$ cat config.mk
export PLATFORM = sky130hd
export DESIGN_NAME = win_check
export DESIGN_NICKNAME = d
export VERILOG_FILES = /design/src/rtl/connect4_pkg.sv /design/src/rtl/line_match.sv /design/src/rtl/win_check.sv
export SDC_FILE = /design/constraint.sdc
export NUM_CORES = 1
export LEC_CHECK = 0
export CAP_MARGIN = 25
export CELL_PAD_IN_SITES_DETAIL_PLACEMENT = 1
export CELL_PAD_IN_SITES_GLOBAL_PLACEMENT = 2
export CORE_MARGIN = 3
export CORE_UTILIZATION = 33
export CTS_BUF_LIST = sky130_fd_sc_hd__clkbuf_16
export CTS_CLUSTER_DIAMETER = 120
export CTS_CLUSTER_SIZE = 24
export DETAILED_ROUTE_END_ITERATION = 6
export GPL_TIMING_DRIVEN = 1
export PLACE_DENSITY_LB_ADDON = 0.15
export SYNTH_ARGS = -nofsm -noshare
export SYNTH_HDL_FRONTEND = slang
export SYNTH_SLANG_ARGS = --single-unit
$ cat constraint.sdc
create_clock -name clk -period 5.59 [get_ports clk]
set_input_delay 0.559 -clock clk [delete_from_list [all_inputs] [get_ports clk]]
set_output_delay 0.559 -clock clk [all_outputs]
set_load 0.005 [all_outputs]
$ cat src/rtl/connect4_pkg.sv
// Shared Connect-4 board geometry, board type and win-check states.
// Imported by the drop stage and by win_check.
package connect4_pkg;

    localparam int ROWS    = 6;
    localparam int COLS    = 7;
    localparam int CONNECT = 4;
    localparam int RW      = $clog2(ROWS);
    localparam int CW      = $clog2(COLS);

    typedef logic [ROWS-1:0][COLS-1:0] board_t;

    typedef enum logic [1:0] {
        IDLE,
        SCAN,
        REPORT
    } state_t;

endpackage

$ cat src/rtl/line_match.sv
// Four-direction line test from one anchor cell.
// Right beats up, up beats up-right, up-right beats up-left.
module line_match
    import connect4_pkg::*;
(
    input  board_t        board,
    input  logic [RW-1:0] row,
    input  logic [CW-1:0] col,
    output logic          hit,
    output board_t        mask
);

    // Any step that leaves the board fails the whole line; no wrap.
    function automatic logic probe(
        input  board_t b,
        input  int     r,
        input  int     c,
        input  int     dr,
        input  int     dc,
        output board_t m
    );
        int   rr;
        int   cc;
        logic ok;
        ok = 1'b1;
        m  = '0;
        for (int i = 0; i < CONNECT; i++) begin
            rr = r + i * dr;
            cc = c + i * dc;
            if (rr < 0 || rr >= ROWS || cc < 0 || cc >= COLS) begin
                ok = 1'b0;
            end else begin
                ok = ok & b[RW'(rr)][CW'(cc)];
                m[RW'(rr)][CW'(cc)] = 1'b1;
            end
        end
        return ok;
    endfunction

    int     r;
    int     c;
    logic   hr;
    logic   hu;
    logic   hur;
    logic   hul;
    board_t mr;
    board_t mu;
    board_t mur;
    board_t mul;

    always_comb begin
        r    = int'(row);
        c    = int'(col);
        hr   = probe(board, r, c, 0, 1, mr);
        hu   = probe(board, r, c, 1, 0, mu);
        hur  = probe(board, r, c, 1, 1, mur);
        hul  = probe(board, r, c, 1, -1, mul);
        hit  = 1'b0;
        mask = '0;
        if (hr) begin
            hit  = 1'b1;
            mask = mr;
        end else if (hu) begin
            hit  = 1'b1;
            mask = mu;
        end else if (hur) begin
            hit  = 1'b1;
            mask = mur;
        end else if (hul) begin
            hit  = 1'b1;
            mask = mul;
        end
    end

endmodule

$ cat src/rtl/win_check.sv
// Snapshots both boards on drop-complete and scans one anchor per
// cycle for a win by the dropping player; reports win/draw/illegal.
module win_check
    import connect4_pkg::*;
(
    input  logic   clk,
    input  logic   reset,
    input  logic   start,
    input  logic   currentPlayer,
    input  board_t board0,
    input  board_t board1,
    output logic   busy,
    output logic   done,
    output logic   win,
    output logic   draw,
    output logic   illegal,
    output logic   winPlayer,
    output board_t winMask
);

    state_t        state;
    state_t        state_nx;
    board_t        snap_board;
    board_t        snap_occ;
    board_t        line_mask;
    logic [RW-1:0] row;
    logic [CW-1:0] col;
    logic          hit;
    logic          last;
    logic          clash;

    line_match u_match (
        .board (snap_board),
        .row   (row),
        .col   (col),
        .hit   (hit),
        .mask  (line_mask)
    );

    assign clash = |(board0 & board1);
    assign last  = (row == RW'(ROWS - 1)) && (col == CW'(COLS - 1));
    assign busy  = (state != IDLE);
    assign done  = (state == REPORT);

    always_ff @(posedge clk) begin
        if (reset) state <= IDLE;
        else       state <= state_nx;
    end

    always_comb begin
        state_nx = state;
        unique case (state)
            IDLE:    if (start) state_nx = clash ? REPORT : SCAN;
            SCAN:    if (hit || last) state_nx = REPORT;
            REPORT:  state_nx = IDLE;
            default: state_nx = IDLE;
        endcase
    end

    always_ff @(posedge clk) begin
        if (reset) begin
            snap_board <= '0;
            snap_occ   <= '0;
            row        <= '0;
            col        <= '0;
            win        <= 1'b0;
            draw       <= 1'b0;
            illegal    <= 1'b0;
            winPlayer  <= 1'b0;
            winMask    <= '0;
        end else begin
            unique case (state)
                IDLE: begin
                    if (start) begin
                        snap_board <= currentPlayer ? board1 : board0;
                        snap_occ   <= board0 | board1;
                        winPlayer  <= currentPlayer;
                        win        <= 1'b0;
                        draw       <= 1'b0;
                        illegal    <= clash;
                        winMask    <= '0;
                        row        <= '0;
                        col        <= '0;
                    end
                end
                SCAN: begin
                    if (hit) begin
                        win     <= 1'b1;
                        winMask <= line_mask;
                    end else if (last) begin
                        draw <= &snap_occ;
                    end else if (col == CW'(COLS - 1)) begin
                        col <= '0;
                        row <= row + 1'b1;
                    end else begin
                        col <= col + 1'b1;
                    end
                end
                default: ;
            endcase
        end
    end

endmodule

Word-level counts from Yosys, hierarchy flattened --
Index checks and enable logic that the tools add are counted.
Storage, ports and cells: register bits 138, bits of input ports 88, output and inout bits 48, word-level logic and storage cells 319
Operators by class: $add $sub $neg 11, order comparisons 44, eq/ne operators 11, multiplexer cells 148, bitwise logic cells 26, reductions and logical operators 54
Operators with widths (number):
- $mux 42 | 20
- $or 42x42->42 | 13
- $ge 32x4->1 const B | 9
- $lt 32x1->1 const B | 9
- $demux 7 s3 | 13
- $mux 7 | 21
- $bmux 7 s3 | 4
- $pmux 42 s2 | 1
- $lt 3x5->1 const B | 11
- $mux 1 | 54
- $and 42x42->42 | 1
- $reduce_and 42->1 | 1
- $reduce_or 42->1 | 1
- $bmux 1 s3 | 13
- $ge 3x1->1 const B | 11
- $logic_or 1x1->1 | 31
- $demux 1 s3 | 7
- $mux 3 | 7
- $add 3x2->4 const B | 4
- $ne 2x2->1 const B | 7
- $and 1x1->1 | 12
- $logic_and 1x1->1 | 12
- $pmux 3 s2 | 2
- $add 3x1->4 const B | 2
- other kinds (18) | 28

Depth between registers and ports, before layout --
Gate-level depths: netlist (run 1).
depth in word-level cells 20, depth in mapped cells 21, gate-level depth less buffers 12

By module --
From an unflattened synthesis (run 1), not the netlist that was laid out.
Second synthesis, totals: cells, all modules 1639, area total of the unflattened synthesis 12087.8 um^2
Modules (own cells, without submodules):
- line_match | instances 1, cells each 990, area each 6398.6 um^2, seq. area each 0.0 um^2
- win_check | instances 1, cells each 649, area each 5689.2 um^2, seq. area each 2762.6 um^2

Worst setup path after synthesis (run 1) --
OpenSTA, ideal clock, no wires.
path type reg2reg, from reg row[0], to reg winMask[12] in the netlist's numbering, setup time 0.117 ns, arrival 4.514 ns, data required time 5.473 ns, setup slack 0.960 ns, cell stages (with the launch flop) 21, path buffers 9, clock period less this slack 4.630 ns, path through dfxtp_1 > buf_6 > buf_4 > buf_4 > clkbuf_1 > inv_1 > clkbuf_1 > ha_1 > buf_2 > nand2b_1 > a211o_1 > a2111oi_4 > nand4_1 > nor4_2 > and4_1 > buf_4 > a2111oi_0 > or2_1 > buf_2 > buf_6 > a22o_1
On the way: word-level cells in the longest chain between the ends 19, elaborated cells on any way between the ends 192, classes of those cells add/sub: 3; order compare: 16; eq/ne: 1; mux: 113; bitwise: 24; reduce/logical: 35
Ends and longest elaborated chain:
- from (decl) | RTL line win_check.sv:26 | logic [RW-1:0] row;
- from (signal assigned) | RTL line win_check.sv:94 | row <= row + 1'b1;
- $add 3x1->4 or $bmux 7 s3 (tied branches) | RTL line line_match.sv:28, line_match.sv:33
- $bmux 7 s3 or $mux 7 (tied branches) | RTL line line_match.sv:33 | ok = ok & b[RW'(rr)][CW'(cc)];
- $mux 7 (implied by the code) | RTL line line_match.sv:33
- $mux 7 (implied by the code) or $bmux 1 s3 (tied branches) | RTL line line_match.sv:33
- $bmux 1 s3 or $mux 1 (tied branches) | RTL line line_match.sv:33
- $mux 1 (implied by the code) | RTL line line_match.sv:33
- $mux 1 (on tied branches) | RTL line line_match.sv:33, line_match.sv:30
- $and 1x1->1 | RTL line line_match.sv:33
- [3 not listed]
- $and 1x1->1 | RTL line line_match.sv:33
- $mux 1 | RTL line line_match.sv:30 | if (rr < 0 || rr >= ROWS || cc < 0 || cc >= COLS) begin
- $mux 42 or $mux 1 (tied branches) | RTL line line_match.sv:69 | end else if (hul) begin
- $mux 42 or $mux 1 (tied branches) | RTL line line_match.sv:66 | end else if (hur) begin
- $mux 42 or $mux 1 (tied branches) | RTL line line_match.sv:63 | end else if (hu) begin
- $mux 42 or $mux 1 (tied branches) | RTL line line_match.sv:60 | if (hr) begin
- $mux 42 or $ne 2x2->1 (tied branches)
- $pmux 42 s2 or $reduce_and 3->1 (tied branches)
- to (signal assigned) | RTL line win_check.sv:89 | winMask <= line_mask;
- to (decl) | RTL line win_check.sv:18 | output board_t winMask
Several ways; a longest one is shown, not always the timed one. The select of a mux whose other input is x is not followed. A chain may end at the register's enable or synchronous reset.

Final worst setup path (run 1) --
from reg row[0], to reg col[1]
On the way: word-level cells in the longest chain between the ends 19, elaborated cells on any way between the ends 126, classes of those cells add/sub: 3; order compare: 8; eq/ne: 3; mux: 68; bitwise: 12; reduce/logical: 32
Ends and longest elaborated chain:
- $add 3x1->4 or $bmux 7 s3 (tied branches) | RTL line line_match.sv:28, line_match.sv:33
- $bmux 7 s3 or $mux 7 (tied branches) | RTL line line_match.sv:33
- $mux 7 (implied by the code) | RTL line line_match.sv:33
- $mux 7 (implied by the code) or $bmux 1 s3 (tied branches) | RTL line line_match.sv:33
- $bmux 1 s3 or $mux 1 (tied branches) | RTL line line_match.sv:33
- $mux 1 (implied by the code) | RTL line line_match.sv:33
- $mux 1 (on tied branches) | RTL line line_match.sv:33, line_match.sv:30
- $and 1x1->1 | RTL line line_match.sv:33
- [3 not listed]
- $and 1x1->1 | RTL line line_match.sv:33
- $mux 1 | RTL line line_match.sv:30
- $mux 1 | RTL line line_match.sv:69
- $mux 1 | RTL line line_match.sv:66
- $mux 1 | RTL line line_match.sv:63
- $mux 1 | RTL line line_match.sv:60
- $ne 2x2->1 (no line)
- $reduce_and 4->1 (no line) (*)
- to (signal assigned) | RTL line win_check.sv:96 | col <= col + 1'b1;
- to (decl) | RTL line win_check.sv:27 | logic [CW-1:0] col;
Every way passes the cells marked *; elsewhere a longest branch is shown, timed or not. The select of a mux whose other input is x is not followed.

==> results of run 1 <==
[cell usage after synthesis (all sizes together), types with 11 or more instances]
cell / instances / area [um^2]
nor2b: 20 / 125
a311oi: 11 / 96.3
a21oi: 53 / 265
or3: 13 / 81.3
mux2: 14 / 158
a22oi: 38 / 290
nor2: 197 / 739
mux2i: 91 / 911
a221oi: 32 / 280
nor3: 125 / 626
inv: 20 / 75.1
clkbuf: 92 / 345
o21ai: 82 / 410
o2bb2ai: 16 / 140
ha: 27 / 338
nand2: 134 / 503
nand3: 89 / 445
dfxtp: 138 / 2760
a21o: 26 / 195
o22ai: 34 / 213
nand2b: 12 / 75.1
nor4: 13 / 109
o211ai: 14 / 105
o221ai: 16 / 140
buf: 47 / 299
a211oi: 66 / 495
nand4: 34 / 213
and2: 13 / 81.3
a31oi: 15 / 93.8
[routing by layer]
metal	track usage [%]	wire length, um	part of all wire (%)
met1	49.0	30900	45
met3	6.26	5910	8.6
met5	0	0	0
met4	10.4	2040	3.0
met2	52.7	29900	43
[registers in the layout, indices dropped and copies added, names as in the netlist]
register / count
draw: 1
win: 1
snap_occ: 42
state: 2
row: 3
col: 3
winPlayer: 1
winMask: 42
illegal: 1
snap_board: 42
[logic make-up after synthesis]
group	Yosys count
compound gates	512
xor+xnor	5
fa+ha+maj	27
buf+inv	159
flops	138
mux	114
simple gates	682
[worst paths after layout]
check | end | slack (ns)
setup reg to reg | col[1] | 0.40
hold reg to reg | winMask[36] | 0.45
setup / recovery | col[1] | 0.40
hold / removal | winMask[36] | 0.45
[final cells by class]
class / count / area [um^2] / share of cell area (%)
multi-input combinational: 1340 / 8670 / 59.8
sequential: 138 / 2770 / 19.1
timing repair buffer: 197 / 1840 / 12.7
tap: 461 / 577 / 3.98
clock buffer: 17 / 425 / 2.93
clock inverter: 13 / 145 / 1.00
inverter: 20 / 75.1 / 0.517
[power by group through the flow]
| stage | registers, uW | logic (uW) | clock network [uW] |
|---|---|---|---|
| after global routing | 1100 | 462 | 1220 |
| after CTS | 1090 | 425 | 1170 |
| after floorplan | 1090 | 241 | 0 |
| after detailed placement | 1110 | 424 | 0 |
| final | 1090 | 431 | 1160 |
| after global placement | 1110 | 419 | 0 |
[through the flow]
step / hold WS [ns] / cell area (um^2)
3_3_place_gp: 0.433 / 13900
3_5_place_dp: 0.441 / 13900
6_report: 0.454 / 14500
5_1_grt: 0.469 / 14500
2_1_floorplan: 0.451 / 12100
4_1_cts: 0.458 / 14500
==> results.yml, run 1 <==
sta:
  final.min_clock_period_ns: 5.19
  final.period_utilization_pct: 92.8
  final_critical_path_setup_slack_ns: 0.400
  final_max_slew_viol_count: 0
  clock.fmax_ghz: 0.193
  finalClockSkew_ns: 0.0204
  fin_tns_setup_ns: 0
  final-hold-violation-count: 0
  slew_headroom_pct: 26.6
  setup_viols_final: 0
  worst_pin_slew_ns: 1.07
  grt_setup_unrepaired: "no"
synth:
  synth-compound-area-share_pct: 31.0
  syn_avg_cell_area_um2: 7.42
  synthDistinctLibCells: 81
  main_combinational_cell_family_by_area_after_synthesis: "compound AO/OA/AOI/OAI gates"
  synth_nets: 1752
  synth_top_flop_cell: "sky130_fd_sc_hd__dfxtp_1"
  synthCells: 1637
  async_flop_share_pct: 0
  cell_area_after_synthesis_mm2: 0.0121
  flops_latches_synth: 138
  synth_mux_area_share_pct: 10.5
  synthSimpleGateAreaFrac_pct: 26.6
  post_synth_fa_ha_maj_area_fraction_pct: 2.78
  sequential_area_share_after_synthesis_pct: 22.8
  synth-xor-area-share_pct: 0.484
  synthesis.yosys.warnings: 0
  synth_enable_flop_cells: 0
global_route:
  grt_start_max_net_pins: 79
  grtUsageTotal_pct: 34.3
  grt_antenna_before_repair: 1
  grt_overflow: 0
  global_route_wire_length_before_repair_mm: 99.8
  grt_pass1_vias: 14300
placed_design:
  placed_cells: 2156
  globalplace.congestion: 1.02
  buffer_ports.inserted: 135
  post_dp_hpwl_mm: 53.5
  dpl_worst_slack_ns: 0.611
finish:
  final_core_util_pct: 40.4
  final_net_count: 1829
  area.growth.synth_to_final_pct: 19.5
  commonest_cells_after_routing_fill_and_taps_aside: "sky130_fd_sc_hd__nor2_1, sky130_fd_sc_hd__dfxtp_1, sky130_fd_sc_hd__nand2_1"
  layout_commonest_cell: "sky130_fd_sc_hd__nor2_1"
  layout.cells.non_filler: 2186
  fill_cells: 4442
  n_antenna_cell: 0
  drive_gt1_share_pct: 8.29
power:
  psw_uw: 815
  leakage_uw: 0.00510
  power.ir.vdd_worst_uv: 227
  power.switching_fraction_pct: 30.4
  internal_power_uw: 1870
  power.share.clock_pct: 43.3
  total_power_uw: 2680
  power_frac_comb_pct: 16.1
  power.density_mw_per_mm2: 185
  seqPwrFrac_pct: 40.7
clock_tree:
  cts-resized-gates: 0
  clk_root_buffer_cell: "sky130_fd_sc_hd__clkbuf_16"
  post_cts.repair.setup_buffers: 0
  ctsHoldBuffers: 0
  cts_tree: "built"
  htreeDepth: 4
  clkTransAtPathRegs_ns: 0.07
  cts.path.max_buffers: 2
  insertion_delay_ns: 0.46
  cts.sinks: 138
  tritoncts.num_buffers: 17
critical_path:
  worstPathArrival_ns: 5.57
  critical_path_depth: 12
  worst_r2r_path_depth: 12
  startpoint_type: "register"
  cp-end-kind: "register"
  worst_r2r_startpoint: "row[0]"
  worstPathCellList: "inv_1 > buf_4 > ha_1 > buf_12 > nor3_1 > a2111oi_0 > a211oi_1 > o2111ai_1 > or4_1 > o2111ai_2 > or4_1 > a21oi_1"
  cpMaxStageDelayCell: "sky130_fd_sc_hd__a2111oi_0"
  worst_path_dominant_cell_family: "compound AO/OA/AOI/OAI gates"
  cp-startpoint: "row[0]"
  cp_common_cell: "sky130_fd_sc_hd__or4_1"
  worst-path-max-fanout: 33
  criticalPathCategory: "register to register"
  worst_path_largest_cell_delay_ns: 0.96
  crit_path_buffers_inverters: 3
  critPathRequiredTime_ns: 5.97
routing:
  route.detailed.wl_per_inst_um: 31.4
  pre_antenna_drt_iters: 6
  vias_per_cell: 6.72
  drt-total-wl_mm: 68.7
  drtAntennaViolNets: 0
  vias: 14700
  post-route-drc-count: 0
  drt-initial-drc-count: 1582
die:
  fp.dieArea_mm2: 0.0391
  chipHeight_um: 198
  initial_utilization_pct: 33.8
  core_region_area_mm2: 0.0359
  rows: 69
  io_pins: 136
  die_w_um: 198
hold_path:
  worst_hold_path.num_cells: 1
  hold_path.class: "register to register"
  hold_path_startpoint: "winMask[36]"
run:
  maxCapViolCount: 0
outcome:
  run_status: "completed"
Note: power is estimated with default switching activity, not from simulation.
==> run 2, diff against run 1 <==
Settings changed: SLEW_MARGIN set to 20.
==> results of run 2 <==
The final DEF is identical to that of run 1; final timing and power are the same.
==> run 3, diff against run 2 <==
Settings changed: GPL_TIMING_DRIVEN 1 to not set, PLACE_DENSITY set to 0.79, PLACE_DENSITY_LB_ADDON 0.15 to not set.
==> results.yml, run 3 (synthesis gave the netlist of run 1 again) <==
finish:
  final_net_count: 1842
  layout_commonest_cell: "sky130_fd_sc_hd__nor2_1"
  commonest_cells_after_routing_fill_and_taps_aside: "sky130_fd_sc_hd__nor2_1, sky130_fd_sc_hd__dfxtp_1, sky130_fd_sc_hd__nand2_1"
  drive_gt1_share_pct: 9.02
  reg_top3: "snap_board (42), snap_occ (42), winMask (42)"
  n_antenna_cell: 0
  area.growth.synth_to_final_pct: 20.3
routing:
  route.detailed.wl_per_inst_um: 31.9
  post-route-drc-count: 0
  pre_antenna_drt_iters: 6
  wl_met3_mm: 5.63
  drtAntennaViolNets: 0
  route.met2.wl_mm: 30.6
  drt-initial-drc-count: 1515
  routed_length_on_met1_mm: 32.1
  drt-total-wl_mm: 70.1
  highest_layer: "met4"
  vias_per_cell: 6.74
  vias: 14800
placed_design:
  post_dp_hpwl_mm: 54.9
  buffer_ports.inserted: 135
  globalplace.congestion: 0.994
sta:
  final.period_utilization_pct: 90.5
  worst_pin_slew_ns: 1.17
  finalClockSkew_ns: 0.0160
  slew_headroom_pct: 21.1
  setup_viols_final: 0
  fin_tns_setup_ns: 0
  final.min_clock_period_ns: 5.06
  final_max_slew_viol_count: 0
  final-hold-violation-count: 0
  clock.fmax_ghz: 0.198
  grt_setup_unrepaired: "no"
global_route:
  grt_start_max_net_pins: 89
  grt_pass1_vias: 14400
  grtUsageTotal_pct: 34.9
  grt_overflow: 0
  global_route_wire_length_before_repair_mm: 101
  grt_antenna_before_repair: 1
die:
  die_w_um: 198
  chipHeight_um: 198
  core_region_area_mm2: 0.0359
  io_pins: 136
  fp.dieArea_mm2: 0.0391
  initial_utilization_pct: 33.8
  rows: 69
critical_path:
  worst-path-max-fanout: 23
  criticalPathCategory: "register to register"
  worst_path_dominant_cell_family: "compound AO/OA/AOI/OAI gates"
  worst_path_largest_cell_delay_ns: 0.86
  worstPathArrival_ns: 5.38
  cpMaxStageDelayCell: "sky130_fd_sc_hd__or4_1"
  crit_path_buffers_inverters: 2
  worstPathCellList: "inv_1 > ha_1 > ha_1 > buf_4 > a221o_1 > a2111oi_4 > nand3_1 > a211oi_1 > o2111ai_1 > or4_1 > o2111ai_2 > nor3_1 > a221o_1"
  cp-end-kind: "register"
  startpoint_type: "register"
  critPathRequiredTime_ns: 5.92
clock_tree:
  htreeDepth: 4
  cts.path.max_buffers: 2
  cts.sinks: 138
  insertion_delay_ns: 0.44
  post_cts.repair.setup_buffers: 0
  clk_root_buffer_cell: "sky130_fd_sc_hd__clkbuf_16"
  tritoncts.num_buffers: 17
  ctsHoldBuffers: 0
  clkTransAtPathRegs_ns: 0.07
  cts-resized-gates: 0
  cts_tree: "built"
power:
  power.ir.vdd_worst_uv: 212
  power.density_mw_per_mm2: 186
  leakage_uw: 0.00519
  total_power_uw: 2710
run:
  maxCapViolCount: 0
hold_path:
  hold_path.class: "register to register"
outcome:
  run_status: "completed"
[run 3: changes by cell type in the layout (fill, tap and decap cells not counted), sizes merged]
cell / delta
inv: +3
clkinv: -1
clkbuf: +1
buf: +13
clkinvlp: -1
[run 3: worst register-to-register path: cells and delay by family (launching register included)]
kind	cells	cell delay (ns)
adder cells (fa/ha/maj)	2	0.54
AND/OR/NAND/NOR	3	1.29
AO/OA/AOI/OAI	6	2.14
buffers and inverters	2	0.42
flip-flops	1	0.56
[run 3: final timing paths]
path              cells after the start        start  slack, ns     endpoint
hold reg to reg                       1  winMask[36]       0.45  winMask[36]
setup / recovery                     13       col[0]       0.53       row[1]
hold / removal                        1  winMask[36]       0.45  winMask[36]
setup reg to reg                     13       col[0]       0.53       row[1]
[run 3: area by class of cell]
type,instances,area (um^2)
fill,4402,21300
multi-input combinational,1340,8670
sequential,138,2770
timing repair buffer,210,1910
tap,461,577
clock buffer,18,450
clock inverter,14,156
inverter,20,75.1
[run 3: stage by stage]
| stage | hold WS [ns] | setup slack, ns | instances | area (um^2) | utilization, % |
|---|---|---|---|---|---|
| after floorplan | 0.451 | 0.960 | 1637 | 12100 | - |
| after global placement | 0.433 | 0.745 | 2168 | 14000 | 39.0 |
| after detailed placement | 0.438 | 0.647 | 2169 | 14000 | 39.0 |
| after CTS | 0.453 | 0.627 | 2201 | 14600 | 40.7 |
| after global routing | 0.473 | 0.345 | 2201 | 14600 | 40.7 |
| final | 0.450 | 0.532 | 2201 | 14600 | 40.7 |
[run 3: metal layers]
metal	track usage, %	up-vias
li1	-	6504
met1	50.0	7455
met2	53.3	766
met3	6.21	103
met4	10.7	0
met5	0	-
[run 3: where the power goes]
| group | internal, uW | total [uW] | switching [uW] |
|---|---|---|---|
| sequential | 1040 | 1090 | 55.2 |
| combinational | 175 | 434 | 259 |
| clock | 692 | 1180 | 493 |
